File: src/rtl/reg_file_pkg.sv
// Shared types and defaults for the multi-port register file.
// Latency: none (types, constants and a constant helper only).
// Backpressure: none; nothing in this file carries flow control.
package reg_file_pkg;

  // Clear engine states.
  typedef enum logic [1:0] {
    IDLE  = 2'd0,
    SWEEP = 2'd1,
    DONE  = 2'd2
  } clrStateT;

  localparam int DATA_W_DEF = 24;
  localparam int ADDR_W_DEF = 2;
  localparam int NUM_RD_DEF = 2;

  // Low bit index of field 'idx' in a packed bus made of fields 'width' bits wide.
  function automatic int sliceLo(input int idx, input int width);
    return idx * width;
  endfunction

endpackage

File: src/rtl/reg_file_clr_fsm.sv
// Clear engine: on a clear request, walks every entry once, one per cycle, issuing zero writes.
// Latency: busy on the cycle after the request, DEPTH sweep cycles, then a one-cycle done pulse.
// Backpressure: none; requests arriving while sweeping or done are ignored, not queued.
module reg_file_clr_fsm
  import reg_file_pkg::*;
#(
  parameter int ADDR_W = ADDR_W_DEF
) (
  input  logic              clock,
  input  logic              reset_n,
  input  logic              clrReq,
  output logic              clrBusy,
  output logic              clrDone,
  output logic              sweepEn,
  output logic [ADDR_W-1:0] sweepAddr
);

  localparam int DEPTH = 1 << ADDR_W;
  localparam logic [ADDR_W-1:0] LAST_ADDR = ADDR_W'(DEPTH - 1);

  clrStateT          state;
  clrStateT          stateNext;
  logic [ADDR_W-1:0] counter;
  logic [ADDR_W-1:0] counterNext;

  // State and sweep counter registers; reset abandons any sweep in progress.
  always_ff @(posedge clock) begin
    if (!reset_n) begin
      state   <= IDLE;
      counter <= '0;
    end else begin
      state   <= stateNext;
      counter <= counterNext;
    end
  end

  // Next-state logic and Moore outputs; the counter parks at the last entry when a sweep ends.
  always_comb begin
    stateNext   = state;
    counterNext = counter;
    clrBusy     = 1'b0;
    clrDone     = 1'b0;
    sweepEn     = 1'b0;
    sweepAddr   = counter;
    case (state)
      IDLE: begin
        if (clrReq) begin
          stateNext   = SWEEP;
          counterNext = '0;
        end
      end
      SWEEP: begin
        clrBusy = 1'b1;
        sweepEn = 1'b1;
        if (counter == LAST_ADDR) begin
          stateNext = DONE;
        end else begin
          counterNext = counter + ADDR_W'(1);
        end
      end
      DONE: begin
        clrDone   = 1'b1;
        stateNext = IDLE;
      end
      default: begin
        stateNext = IDLE;
      end
    endcase
  end

endmodule

File: src/rtl/reg_file_multi.sv
// Parametrised register file: NUM_RD registered read ports, one write port, sequential clear engine.
// Latency: reads 1 cycle with same-cycle write bypass; clear takes DEPTH cycles plus one done cycle.
// Backpressure: none; external writes are silently dropped while a sweep runs. Option: REG_FILE_ZERO_REG_EN.
module reg_file_multi
  import reg_file_pkg::*;
#(
  parameter int DATA_W = DATA_W_DEF,
  parameter int ADDR_W = ADDR_W_DEF,
  parameter int NUM_RD = NUM_RD_DEF
) (
  input  logic                     clock,
  input  logic                     reset_n,
  input  logic [NUM_RD*ADDR_W-1:0] rd_addr,
  output logic [NUM_RD*DATA_W-1:0] rd_data,
  input  logic                     wr_en,
  input  logic [ADDR_W-1:0]        wr_addr,
  input  logic [DATA_W-1:0]        wr_data,
  input  logic                     clr_req,
  output logic                     clr_busy,
  output logic                     clr_done
);

  localparam int DEPTH = 1 << ADDR_W;

  logic [DATA_W-1:0] mem [DEPTH];

  logic              sweepEn;
  logic [ADDR_W-1:0] sweepAddr;

  logic              memWrEn;
  logic [ADDR_W-1:0] memWrAddr;
  logic [DATA_W-1:0] memWrData;

  reg_file_clr_fsm #(
    .ADDR_W(ADDR_W)
  ) uClrFsm (
    .clock    (clock),
    .reset_n  (reset_n),
    .clrReq   (clr_req),
    .clrBusy  (clr_busy),
    .clrDone  (clr_done),
    .sweepEn  (sweepEn),
    .sweepAddr(sweepAddr)
  );

  // Single array write port: the sweep owns it while active, otherwise the external write.
  always_comb begin
    memWrEn   = 1'b0;
    memWrAddr = wr_addr;
    memWrData = wr_data;
    if (sweepEn) begin
      memWrEn   = 1'b1;
      memWrAddr = sweepAddr;
      memWrData = '0;
    end else if (wr_en) begin
`ifdef REG_FILE_ZERO_REG_EN
      // Entry 0 is constant zero, so external writes there go nowhere.
      memWrEn = (wr_addr != '0);
`else
      memWrEn = 1'b1;
`endif
    end
  end

  // Storage array; reset zeroes every entry and wins over any write in the same cycle.
  always_ff @(posedge clock) begin
    if (!reset_n) begin
      for (int e = 0; e < DEPTH; e++) begin
        mem[e] <= '0;
      end
    end else if (memWrEn) begin
      mem[memWrAddr] <= memWrData;
    end
  end

  for (genvar i = 0; i < NUM_RD; i++) begin : gRd
    localparam int ALO = sliceLo(i, ADDR_W);
    localparam int DLO = sliceLo(i, DATA_W);

    logic [ADDR_W-1:0] rAddr;
    logic [DATA_W-1:0] rNext;
    logic [DATA_W-1:0] rQ;

    assign rAddr = rd_addr[ALO +: ADDR_W];

    // Read mux: forward the value being written this cycle so the port never sees stale data.
    always_comb begin
      rNext = mem[rAddr];
      if (memWrEn && (memWrAddr == rAddr)) begin
        rNext = memWrData;
      end
`ifdef REG_FILE_ZERO_REG_EN
      if (rAddr == '0) begin
        rNext = '0;
      end
`endif
    end

    // Read output register.
    always_ff @(posedge clock) begin
      if (!reset_n) begin
        rQ <= '0;
      end else begin
        rQ <= rNext;
      end
    end

    assign rd_data[DLO +: DATA_W] = rQ;
  end

endmodule
File: config.mk
export PLATFORM = sky130hd
export DESIGN_NAME = reg_file_multi
export DESIGN_NICKNAME = d
export VERILOG_FILES = /design/src/rtl/reg_file_pkg.sv /design/src/rtl/reg_file_clr_fsm.sv /design/src/rtl/reg_file_multi.sv
export SDC_FILE = /design/constraint.sdc
export NUM_CORES = 1
export LEC_CHECK = 0
export CAP_MARGIN = 30
export CORE_MARGIN = 3
export CORE_UTILIZATION = 58
export CTS_BUF_LIST = sky130_fd_sc_hd__clkbuf_4
export DETAILED_ROUTE_END_ITERATION = 6
export PLACE_DENSITY = 0.8
export SYNTH_ARGS = -nofsm -noshare
export SYNTH_HDL_FRONTEND = slang
export SYNTH_SLANG_ARGS = --single-unit
export TNS_END_PERCENT = 5
File: constraint.sdc
create_clock -name clock -period 2.6 [get_ports clock]
set_input_delay 0.52 -clock clock [delete_from_list [all_inputs] [get_ports clock]]
set_output_delay 0.52 -clock clock [all_outputs]
set_load 0.01 [all_outputs]
==> Yosys cells after proc, flatten, opt, wreduce, memory -nomap -nowiden <==
Memory sizes are Yosys's and may differ from the RTL's. A register that Yosys moved wholly into a read port is not among the register bits.
Index checks and enable logic that the tools add are counted.
{ "totals": {"output_inout_bits": 50, "mem_bits_rw": 96, "ff_bits": 4, "elab_cells": 36, "memories": 1, "inputBits": 34} }
{ "mem_list": {"columns": ["name", "depth", "word_bits", "rd", "rd_ports_with_merged_regs", "wr", "line", "text"], "rows": [
  ["mem", 4, 24, 2, 2, 4, "reg_file_multi.sv:25", "logic [DATA_W-1:0] mem [DEPTH];"]
]} }
{ "classes": {"eq_ne": 6, "addsub": 1, "n_reduce_logical": 7, "muxes": 19} }
{ "op_table": {"columns": ["cell", "n"], "rows": [
  ["two-way mux 24 bit", 2],
  ["OR reduction 24 bit", 1],
  ["two-way mux 2 bit", 6],
  ["two-way mux 1 bit", 9],
  ["one-hot mux 2 bit (2 select lines)", 2],
  ["equality test 2 bit (second input constant)", 2],
  ["inequality test 2 bit (second input constant)", 2],
  ["AND reduction 3 bit", 1],
  ["adder 2 x 1 -> 2 bit (second input constant)", 1],
  ["equality test 2 x 1 -> 1 bit (second input constant)", 1],
  ["zero test 1 bit", 2],
  ["zero test 2 bit", 1],
  ["inequality test 2 x 1 -> 1 bit (second input constant)", 1],
  ["AND reduction 2 bit", 1],
  ["nonzero test 2 bit", 1]
]} }

==> Depth between registers and ports, before layout <==
{ "logic_depth": {"word_depth": 8, "depth_mapped": 8, "mapped_depth_nobuf": 6} }

==> By module <==
From an unflattened synthesis, not the netlist that was laid out.
{ "unflattened": {"cells_unflattened": 502, "hier_area_um2": 6796.5} }
{ "by_module_without_submodules": {"columns": ["module", "cells_per_inst", "area_each_um2", "seq_area_each_um2", "instances"], "rows": [
  ["reg_file_multi", 477, 6583.8, 3843.7, 1],
  ["reg_file_clr_fsm", 25, 212.7, 80.1, 1]
]} }

==> Worst setup path after synthesis <==
Ideal clock, no wire load.
{ "synth_path": {"kind": "input port to flip-flop", "start": "input reset_n", "end": "memory mem[1][0] (netlist bit) (enable)", "setup_ns": 0.381, "path_buffers": 3, "required_time_ns": 2.219, "arrival_ns": 2.023, "path_slack_ns": 0.196, "cell_stages": 6, "path_cell_list": "clkbuf_1 o21ai_0 or2_2 clkbuf_1 buf_2 nand2_1"} }
{ "synth_lines": {"columns": ["item", "line", "text"], "rows": [
  ["start, declared", "reg_file_multi.sv:12", "input logic reset_n,"],
  ["end, declared", "reg_file_multi.sv:25", null]
]} }

==> Worst setup path in the final report <==
{ "layout_path": {"start": "register uClrFsm.state[1]", "end": "output clr_busy"} }
{ "layout_via": {"elab_chain_len": 2} }
{ "layout_lines": {"columns": ["item", "line", "text"], "rows": [
  ["start, declared", "reg_file_clr_fsm.sv:21", "clrStateT state;"],
  ["start signal, assigned", "reg_file_clr_fsm.sv:32", "state <= stateNext;"],
  ["equality test 2 x 1 -> 1 bit", "reg_file_clr_fsm.sv:45", "case (state)"],
  ["two-way mux 1 bit", "reg_file_clr_fsm.sv:45", null],
  ["end, declared", "reg_file_multi.sv:19", "output logic clr_busy,"]
]} }
No other way between the ends.

==> impl.org <==
** Outcome
- The flow ran to the end, and the final reports show no timing, DRC or antenna violations.

** Logic synthesis
- After synthesis, the share of flip-flops with an asynchronous set or reset is 0%.
- The average instance in the mapped netlist occupies ~13 um^2.
- Summed over all instances, the cell type with the most area after synthesis is sky130_fd_sc_hd__edfxtp_1.
- The top cell type by area accounts for between 40% and 50% of the synthesized area.
- The synthesized design contains 96 enable-type register cells.
- Number of distinct library cells after synthesis :: 36
- List of most frequent post-synthesis cells :: 96 x sky130_fd_sc_hd__edfxtp_1, 82 x sky130_fd_sc_hd__nand2_1, 72 x sky130_fd_sc_hd__nor2_1
- Mapped Nets :: approximately 560
- Post-synth design cell area :: 0.00683 mm^2
- Most common flop cell mapped by yosys :: sky130_fd_sc_hd__edfxtp_1
- Post-Synthesis Cells :: 526
- Most common cell in the synthesized netlist :: sky130_fd_sc_hd__edfxtp_1
- By area the synthesized netlist is led by sky130_fd_sc_hd__edfxtp_1 42%, sky130_fd_sc_hd__mux4_2 16%, sky130_fd_sc_hd__dfxtp_1 15%.
- Counting flops and latches in the post-synthesis netlist gives 148.
- During synthesis, Yosys emitted a total of 0 warnings.
- The share of the Yosys chip area taken by registers is a little under three fifths.

** Timing
- Final hold violations :: 0
- Measured against its own limit, the worst slew margin works out to roughly two thirds.
- Final TNS setup :: 0 ns
- RSZ-0062 raised after global routing :: false
- The final count of pins violating max slew came to 0.
- Counting I/O delays and the setup requirement, the final critical path takes approximately 2.5 ns.
- Hold timing on the final database bottoms out at a slack of approximately 0.49 ns.
- For the pin with the worst max-slew slack, the measured transition is 0.500 ns.
- The worst path uses between 90% and 100% of the clock period.
- Achievable frequency :: 402 MHz
- For the final database, setup skew stands at around 0.017 ns.
- Setup violations remaining at the end of the flow were counted as 0.

** GRT
- For this run, the total global-route usage over all layers was measured as about a quarter.
- For this run the aggregate overflow at the end of global routing stands at 0.
- Entering global routing, the biggest net connects just under 70 pins.
- The first global-routing pass estimated between 20000 and 25000 um of wire.
- The number of antenna violations at the first check in global routing is 0.
- Vias in the first global route :: 4652

** Drt
- The detail route stage leaves a number of antenna-violating nets equal to 0.
- First drt pass iteration count :: 5
- Vias after detailed routing :: 4610
- The routed design uses 1160 um of met3 wire.
- Routed wire length :: approximately 16000 um
- Met1 routed wirelength after detailed routing :: ~5800 um
- Initial DRC Count :: between 400 and 500
- Via-per-instance ratio :: around 6
- Top routing layer in use :: met4
- After detailed routing, the number of remaining DRC violations is 0.
- Met2 wire length :: approximately 8500 um
- WL/cell :: around 20 um

** Power and ir drop
- Across the VDD grid, the largest voltage drop is 0.340 mV.
- Leak pwr :: 3.42 nW
- The design draws 4.92 mW.
- The internal power of the cells totals between 3 and 4 mW.
- Power share of the sequential group :: a little under three fifths
- Power per standard cell area :: around 600 mW/mm^2
- Of the total power, the share spent switching nets is 24.5%.
- Combinational cells account for between 10% and 20% of the total power.
- The clock network accounts for between 20% and 30% of the total power.
- Switching power of the nets :: roughly 1.2 mW

** CTS
- The later pin in the worst-skew pair is clocked with a latency of 0.55 ns.
- Post CTS Setup Buffer Count :: 0
- TritonCTS built the clock tree.
- CTS sink cnt :: ~150
- After clock tree synthesis, the clock-pin slew on the worst setup and hold paths is 0.12 ns.
- In this run the deepest clock path goes through 2 buffers.
- Post-CTS Resized :: 2
- Number of buffers added to fix hold violations after cts :: 0
- Master cell of the clock root buffer :: sky130_fd_sc_hd__clkbuf_4
- The H-tree was split into 4 levels.
- Number of clock buffers inserted by TritonCTS :: 17

** Critical path
- STA classifies the critical path startpoint as a flop.
- Data arrives at the worst endpoint at 1.97 ns.
- STA classifies the critical path endpoint as a primary output.
- Along the worst path, the maximum fanout reaches 15.
- On the critical path, the stage with the largest delay is an instance of sky130_fd_sc_hd__clkdlybuf4s50_1.
- Grouping stages by cell kind, the critical path spends the most delay in buffers and inverters.
- The signal on the critical path passes through nand2b_4 -> inv_2 -> clkdlybuf4s50_1.
- Critical path buffer and inverter count :: 2
- Category of the most critical setup path :: flop to primary output
- The largest single stage delay on the critical path is slightly below 0.6 ns.
- For the worst setup path, the data required time is approximately 2.1 ns.

** Run
- The tool flagged a number of max-cap violations equal to 0.

** Floorplan
- Initial cell density of the core :: roughly 60%
- Die Span X :: 115 um
- Io pins :: 84
- Area of the die :: about 0.013 mm^2
- Vert. Die Dim :: around 110 um
- The floorplan step defined a core boundary enclosing between 0.01 and 0.015 mm^2.
- Std cell rows :: 39

** Finish
- Fin cells :: 778
- Counting the fill cells in the layout gives between 800 and 900.
- Compared with the post-synthesis result, the final layout area differs by 19.4%.
- Final Net Count :: 656
- Of the cells placed in the final design, the portion with a size suffix greater than 1 is 19.2%.

** Placed design
- Routability-driven placement finished with a final weighted congestion of 0.885.
- DP Cell Count :: roughly 750
- Total half-perimeter wirelength after legalization and detailed placement :: 10600 um
- Count of input and output buffers :: 83

** Worst hold path
- The worst hold path belongs to the class input pin to flop.
-- area by class of cell --
| type | instances | area, um^2 | share of cell area (%) |
|---|---|---|---|
| tap | 143 | 179 | 2.19 |
| clock buffer | 24 | 180 | 2.21 |
| sequential | 148 | 3930 | 48.1 |
| multi-input combinational | 311 | 2560 | 31.4 |
| antenna | 1 | 2.50 | 0.0307 |
| inverter | 28 | 105 | 1.29 |
| clock inverter | 8 | 90.1 | 1.10 |
| timing repair buffer | 115 | 1120 | 13.7 |
-- power groups by stage --
stage	registers, mW	clock network (mW)	logic (mW)
after detailed placement	2.78	0	0.809
final	2.73	1.39	0.808
after global routing	2.75	1.51	0.864
after floorplan	2.80	0	0.454
after CTS	2.73	1.42	0.814
after global placement	2.77	0	0.793
-- worst reg2reg max path, cell delays in order, from the launching register on --
cell,delay (ns)
sky130_fd_sc_hd__dfxtp_1,0.44
sky130_fd_sc_hd__nand2b_4,0.30
sky130_fd_sc_hd__buf_4,0.30
sky130_fd_sc_hd__mux2i_2,0.30
sky130_fd_sc_hd__a21oi_1,0.11
sky130_fd_sc_hd__a21o_1,0.22
sky130_fd_sc_hd__buf_12,0.18
sky130_fd_sc_hd__mux2i_1,0.27
-- layout by cell type, fill, tap and decap left out, types with 4 or more instances in the layout --
master	instances
sky130_fd_sc_hd__nand2b_1	4
sky130_fd_sc_hd__nor2_1	72
sky130_fd_sc_hd__nor3b_1	4
sky130_fd_sc_hd__nor2b_1	5
sky130_fd_sc_hd__mux4_2	48
sky130_fd_sc_hd__nand2_1	82
sky130_fd_sc_hd__nand3_1	16
sky130_fd_sc_hd__buf_4	27
sky130_fd_sc_hd__clkinv_2	6
sky130_fd_sc_hd__dfxtp_1	51
sky130_fd_sc_hd__clkdlybuf4s50_1	80
sky130_fd_sc_hd__edfxtp_1	96
sky130_fd_sc_hd__buf_12	5
sky130_fd_sc_hd__mux2i_1	50
sky130_fd_sc_hd__inv_1	27
sky130_fd_sc_hd__clkbuf_4	24
-- registers in the layout, indices dropped and copies added, names as in the netlist --
name and count:
gRd.rQ 48, mem 96, uClrFsm.state 2, uClrFsm.sweepAddr 2
-- path summary, 6_finish.rpt --
kind / from / end / slack [ns] / cells past startpoint
max: uClrFsm.state[1] / clr_busy / 0.11 / 3
min reg2reg: uClrFsm.state[1] / uClrFsm.state[0] / 0.55 / 1
max reg2reg: uClrFsm.state[1] / gRd[0].rQ[11] / 0.40 / 7
min: reset_n / gRd[1].rQ[19] / 0.49 / 4
-- per-layer routing --
metal | vias up | GRT usage [%]
met4 | 0 | 9.34
met1 | 2280 | 31.1
met5 | - | 0
met2 | 221 | 45.2
li1 | 2079 | -
met3 | 30 | 5.29
-- through the flow --
stage               setup slack, ns  instance area (um^2)  utilization, %
floorplan                     0.196                  6830               -
global placement              0.289                  7880            68.7
detailed placement            0.279                  7880            68.7
CTS                          0.0807                  8160            71.2
global route                 0.0339                  8160            71.2
finish                        0.110                  8160            71.2
-- cell families (layout without fill, tap and decap cells) --
group,count (synthesis),after routing,share of synthesized area [%]
AND/OR/NAND/NOR,193,193,12.0
adder cells (fa/ha/maj),1,1,0.183
multiplexers,100,100,23.5
AO/OA/AOI/OAI,17,17,1.70
flip-flops,148,148,57.4
other,0,1,0
buffers and inverters,67,175,5.16
(Power assumes the default switching activity.)
